[config.mk]
export PLATFORM = sky130hd
export DESIGN_NAME = byte_pair_loader
export DESIGN_NICKNAME = d
export VERILOG_FILES = /design/src/rtl/byte_pair_loader.sv
export SDC_FILE = /design/constraint.sdc
export NUM_CORES = 1
export LEC_CHECK = 0
export ABC_AREA = 1
export ABC_CLOCK_PERIOD_IN_PS = 1700
export CAP_MARGIN = 0
export CORE_MARGIN = 3
export CORE_UTILIZATION = 40
export DETAILED_ROUTE_END_ITERATION = 8
export SYNTH_ARGS = -nofsm -noshare
export SYNTH_HDL_FRONTEND = slang
export SYNTH_SLANG_ARGS = --single-unit
[constraint.sdc]
create_clock -name clk -period 1.7 [get_ports clk]
set_clock_uncertainty 0.05 [all_clocks]
set_input_delay 0.34 -clock clk [delete_from_list [all_inputs] [get_ports clk]]
set_output_delay 0.34 -clock clk [all_outputs]
set_load 0.005 [all_outputs]
[src/rtl/byte_pair_loader.sv]
// byte_pair_loader: serial-to-parallel loader that assembles an A/B operand pair and holds it until acknowledged
module byte_pair_loader #(
    parameter int WIDTH     = 8,
    parameter bit MSB_FIRST = 1'b1
) (
    input  logic             clk,
    input  logic             rst,
    input  logic             start,
    input  logic             bit_in,
    input  logic             bit_valid,
    input  logic             pair_ack,
    output logic [WIDTH-1:0] B_out1,
    output logic [WIDTH-1:0] B_out2,
    output logic             pair_valid,
    output logic             busy
);
    localparam int CW = $clog2(WIDTH) + 1;

    typedef enum logic [1:0] {IDLE, LOAD_A, LOAD_B, HOLD} state_t;

    state_t         state;
    logic [WIDTH-1:0] sh_a, sh_b, sh_a_nx, sh_b_nx;
    logic [CW-1:0]  cnt;
    logic           last;

    // shifted operand values including the bit arriving this cycle
    always_comb begin
        sh_a_nx = MSB_FIRST ? {sh_a[WIDTH-2:0], bit_in} : {bit_in, sh_a[WIDTH-1:1]};
        sh_b_nx = MSB_FIRST ? {sh_b[WIDTH-2:0], bit_in} : {bit_in, sh_b[WIDTH-1:1]};
        last    = cnt == CW'(WIDTH - 1);
    end

    // control FSM with registered outputs; the pair is published on the final B bit
    always_ff @(posedge clk) begin
        if (rst) begin
            state      <= IDLE;
            sh_a       <= '0;
            sh_b       <= '0;
            cnt        <= '0;
            B_out1     <= '0;
            B_out2     <= '0;
            pair_valid <= 1'b0;
            busy       <= 1'b0;
        end else begin
            case (state)
                IDLE: if (start) begin
                    state <= LOAD_A;
                    cnt   <= '0;
                    busy  <= 1'b1;
                end
                LOAD_A: if (bit_valid) begin
                    sh_a  <= sh_a_nx;
                    cnt   <= last ? '0 : cnt + 1'b1;
                    state <= last ? LOAD_B : LOAD_A;
                end
                LOAD_B: if (bit_valid) begin
                    sh_b <= sh_b_nx;
                    cnt  <= last ? '0 : cnt + 1'b1;
                    if (last) begin
                        state      <= HOLD;
                        B_out1     <= sh_a;
                        B_out2     <= sh_b_nx;
                        pair_valid <= 1'b1;
                        busy       <= 1'b0;
                    end
                end
                HOLD: if (pair_ack) begin
                    state      <= start ? LOAD_A : IDLE;
                    pair_valid <= 1'b0;
                    busy       <= start;
                    cnt        <= '0;
                end
                default: state <= IDLE;
            endcase
        end
    end
endmodule

==> After elaboration in Yosys (flattened, before gate mapping) <==
Index checks and enable logic that the tools add are counted.
{ "totals": {"inputBits": 6, "romBits": 0, "latchBits": 0, "ff_bits": 39, "mem_bits_rw": 0, "wordCells": 52, "out_inout_bits": 18, "n_memories": 0} }
{ "op_classes": {"bitwise_logic": 0, "addsub": 1, "n_eq_ne": 10, "magnitude_cmp": 0, "div": 0, "multipliers": 0, "reduce_logical": 11, "shift": 0, "n_mux": 22} }
{ "ops": {"columns": ["cell", "count"], "rows": [
  ["4-bit 2-to-1 mux", 4],
  ["2-bit 2-to-1 mux", 6],
  ["4-bit case mux with 3 select lines", 1],
  ["2-bit inequality test (second input constant)", 5],
  ["5-bit AND reduction", 2],
  ["1-bit 2-to-1 mux", 8],
  ["2-bit case mux with 4 select lines", 1],
  ["3-bit AND reduction", 2],
  ["4-bit by 1-bit adder with 4-bit output (second input constant)", 1],
  ["2-bit equality test (second input constant)", 2],
  ["4-bit by 3-bit equality test with 1-bit output (second input constant)", 1],
  ["2-bit AND reduction", 2],
  ["4-bit AND reduction", 1],
  ["1-bit case mux with 3 select lines", 1],
  ["3-bit nonzero test", 1],
  ["2-bit by 1-bit equality test with 1-bit output (second input constant)", 1],
  ["2-bit logical NOT", 1],
  ["2-bit by 1-bit inequality test with 1-bit output (second input constant)", 1],
  ["1-bit case mux with 2 select lines", 1],
  ["2-bit nonzero test", 1],
  ["2-bit OR reduction", 1]
]} }

==> Depth between registers and ports, before layout <==
{ "depth": {"depth_word": 4, "mapped_depth": 10, "ltp_nobuf": 10} }

==> Worst setup path before layout <==
No wires, ideal clock.
{ "synth_path": {"kind": "reg2reg", "start": "register state[0]", "end": "register cnt[3]", "required_time_ns": 1.538, "setup_time_ns": 0.112, "synth_period_minus_slack_ns": 1.428, "arrival_time_ns": 1.266, "stages_incl_launch_ff": 11, "n_path_buf": 0, "path_slack_ns": 0.272, "path_cell_list": "dfxtp_1 inv_1 ha_1 nand2_1 nand2_2 inv_1 nand2_1 inv_1 nand3_1 nand2_1 nor2_1"} }
{ "synth_between": {"elab_chain_len": 4, "elab_cells_between_ends": 10, "cone_classes": "6 x eq/ne; 1 x mux; 3 x reduce/logical"} }
{ "synth_lines": {"columns": ["element", "line", "text"], "rows": [
  ["start: declaration", "21", "state_t state;"],
  ["start signal: assignment", "54", "state <= last ? LOAD_B : LOAD_A;"],
  ["start signal: assignment", "68", "state <= start ? LOAD_A : IDLE;"],
  ["2-bit equality test or 2-bit by 1-bit equality test with 1-bit output (tied branches)", "45", "case (state)"],
  ["2-bit OR reduction (no source line)", null, null],
  ["2-bit by 1-bit inequality test with 1-bit output (no source line)", null, null],
  ["3-bit AND reduction (no source line)", null, null],
  ["end signal: assignment", "53", "cnt <= last ? '0 : cnt + 1'b1;"],
  ["end signal: assignment", "58", "cnt <= last ? '0 : cnt + 1'b1;"],
  ["end: declaration", "23", "logic [CW-1:0] cnt;"]
]} }
Parallel ways exist; a longest one is shown, timed or not.
A chain may end at the register's enable or synchronous reset.

==> Worst setup path in the final report <==
{ "layout_path": {"start": "register B_out1[4]", "end": "output port B_out1[4]"} }
{ "layout_rtl": {"columns": ["element", "line", "text"], "rows": [
  ["start: declaration", "12", "output logic [WIDTH-1:0] B_out1,"],
  ["start signal: assignment", "40", "B_out1 <= '0;"],
  ["start signal: assignment", "61", "B_out1 <= sh_a;"]
]} }
No word-level cell between the ends.

==> results.py <==
metrics = {
    "status": {
        "status": "finished, final reports clean",
    },
    "final_layout": {
        "design_area_um2": 2110,
        "drive_gt1_share_pct": 9.62,
        "layout_commonest_cell": "nor2_1",
        "fillerInstances": 400,
        "diodes": 0,
        "finish.net_count": 272,
        "syn2layout_area_growth_pct": 26.0,
        "mostFrequentLayoutCells": "72 x nor2_1, 38 x dfxtp_1, 33 x o21ai_0",
    },
    "placement": {
        "place.port_buffers": 23,
        "hpwlAfterDp_um": 2290,
        "place_congestion": 0.851,
        "placed_cell_area_um2": 1990,
        "dpl_worst_slack_ps": -21.2,
    },
    "setup_path": {
        "crit_slowest_cell": "clkdlybuf4s50_1",
        "max_stage_delay_ps": 500,
        "path_delay_family": "buffers and inverters",
        "critical_path_buf_inv_count": 1,
        "worst_ep_arrival_time_ps": 1130,
        "crit_chain": "clkdlybuf4s50_1",
        "crit_path_end_kind": "primary output",
        "crit_type": "reg2out",
        "path_max_fanout": 2,
        "r2r-end": "cnt[1]$_SDFFE_PP0P_",
        "critPathLaunchType": "flip-flop",
        "reg2regPathDepth": 10,
        "r2r_setup_slack_ps": 200,
        "reg2reg_from": "state[0]$_SDFFE_PP0P_",
        "cp.required_ps": 1310,
    },
    "yosys": {
        "synth_cells": 226,
        "muxShareOfSynthArea_pct": 0,
        "syn_area_um2": 1670,
        "synth_compound_area_share_pct": 12.3,
        "synth_top_family_by_area": "simple AND/OR/NAND/NOR gates",
        "synth_xor_area_share_pct": 0,
        "ys_types": 18,
        "ys_seq_area_share_pct": 46.7,
        "yosysWarnings": 0,
        "synthAdderAreaFrac_pct": 5.24,
        "synth_nets": 239,
        "synth-seq-cells": 39,
        "synthSimpleGateAreaFrac_pct": 28.9,
        "syn_area_per_cell_um2": 7.40,
    },
    "clocking": {
        "clock_sinks": 39,
        "cts_buffers": 5,
        "h-tree-depth": 2,
        "clock_latency_ps": 290,
        "root_buffer": "clkbuf_8",
        "cts_tree": "built",
        "cts.clk_slew.worst_paths_ps": 80,
        "cts_buffer_depth": 2,
    },
    "detailed_routing": {
        "routed_via_density": 4.58,
        "first_pass_iters": 4,
        "drtAntennaViolNets": 0,
        "wirelength_um": 3240,
        "vias": 1412,
        "wl_per_cell_um": 10.5,
        "dr.first_iter.drc_count": 83,
        "drc": 0,
    },
    "power": {
        "swShare_pct": 32.9,
        "p_int_mw": 1.82,
        "p_comb_share_pct": 28.9,
        "powerDensity_nw_per_um2": 1280,
        "clockPowerShare_pct": 28.6,
        "power_leakage_nw": 0.872,
        "peakVddDrop_mv": 0.629,
        "p_switching_mw": 0.890,
        "p_total_mw": 2.71,
        "p_seq_share_pct": 42.6,
    },
    "timing": {
        "max_freq_ghz": 0.657,
        "finalHoldViolations": 0,
        "setup_viol": 0,
        "fin_crit_ps": 1520,
        "worst_slew_pin_slew_ps": 248,
        "worst_slack_ps": 177,
        "rsz0062_at_grt": "false",
        "slew_headroom_pct": 83.5,
        "drv_slew": 0,
        "fin_crit_sh_pct": 89.6,
    },
    "global_route": {
        "grt_use_total_pct": 13.6,
        "antenna_found_initial": 0,
        "grt_pass1_vias": 1281,
        "grt_pass1_wl_um": 5550,
        "grt-ovfl-total": 0,
        "grt_max_degree": 35,
    },
    "min_path": {
        "hold_path_end": "busy$_SDFFE_PP0P_",
        "hp-class": "reg2reg",
        "whs_path_depth": 2,
        "min_from": "busy$_SDFFE_PP0P_",
    },
    "floorplan": {
        "ios": 24,
        "core_um2": 3850,
        "die-area_um2": 4990,
        "rows": 22,
        "die_y_um": 70.7,
        "start_util_pct": 43.4,
        "die_x_um": 70.7,
    },
    "run": {
        "maxCapViolations": 0,
    },
}
## state kept, by name (all words and copies together) (netlist names), named ones only
register,flops
pair_valid,1
sh_b,7
sh_a,8
B_out2,8
busy,1
state,1
cnt,4
B_out1,8
## timing repair
item | CTS | global route
hold buffers | 0 | 0
setup buffers | 0 | 0
hold endpoints to repair | 0 | 0
setup endpoints to repair | 0 | 7
resized for setup | 0 | 1
## power by group through the flow
stage                     sequential [mW]  combinational [mW]  clock (mW)
final                                1.15               0.782       0.773
after global routing                 1.17               0.913       0.828
after CTS                            1.15               0.790       0.793
after detailed placement             1.17               0.788           0
after global placement               1.17               0.791           0
after floorplan                      1.15               0.567           0
## area by class of cell
class	count	area, um2	area share [%]
Timing Repair Buffer	31	303	14.4
Sequential cell	39	782	37.1
Multi-Input combinational cell	164	777	36.9
Inverter	18	72.6	3.44
Tap cell	48	60.1	2.85
Clock buffer	5	68.8	3.27
Clock inverter	3	43.8	2.08
## worst max path at each step
stage / startpoint / to / slack, ps / cells past startpoint
finish: B_out1[4]$_SDFFE_PP0P_ / B_out1[4] / 180 / 1
global route: flip-flop / cnt[1]$_SDFFE_PP0P_ / 30 / 10
CTS: state[0]$_SDFFE_PP0P_ / cnt[1]$_SDFFE_PP0P_ / 90 / 10
detailed placement: bit_valid / state[0]$_SDFFE_PP0P_ / -20 / 9
global placement: pair_ack / cnt[3]$_SDFFE_PP0P_ / -6 / 10
floorplan: state[0]$_SDFFE_PP0P_ / cnt[3]$_SDFFE_PP0P_ / 270 / 10
## synth_stat cells
cell / count / area share, %
a21oi_1: 5 / 1.5
buf_12: 1 / 1.2
buf_6: 1 / 0.67
clkbuf_1: 3 / 0.67
dfxtp_1: 39 / 47
ha_1: 7 / 5.2
inv_1: 16 / 3.6
inv_2: 1 / 0.22
inv_6: 1 / 0.52
nand2_1: 29 / 6.5
nand2_2: 3 / 1.1
nand3_1: 8 / 2.4
nand3_4: 1 / 1.0
nand4_1: 1 / 0.37
nor2_1: 72 / 16
nor2_4: 2 / 1.3
o21ai_0: 33 / 9.9
o21ai_1: 3 / 0.90
## metal layers
| metal | vias to the layer above | part of all wire, % | GRT usage [%] |
|---|---|---|---|
| met5 | - | 0 | 0 |
| met4 | 0 | 1.1 | 4.38 |
| met3 | 5 | 3.8 | 4.26 |
| met2 | 20 | 46 | 21.8 |
| met1 | 608 | 49 | 17.4 |
| li1 | 779 | - | - |
## metrics by stage
stage	hold WS (ps)	instances	TNS, ps	util [%]
CTS	417	308	0	54.6
detailed placement	406	300	-21.2	51.7
global route	430	308	0	54.7
floorplan	359	226	0	-
global placement	402	300	-9.06	51.7
finish	414	308	0	54.7
## logic make-up after synthesis
| kind of cell | Yosys count |
|---|---|
| adders and majority gates | 7 |
| AOI/OAI and AO/OA | 41 |
| and+or+nand+nor | 116 |
| DFF | 39 |
| buffers and inverters | 23 |
(Power assumes the default switching activity.)
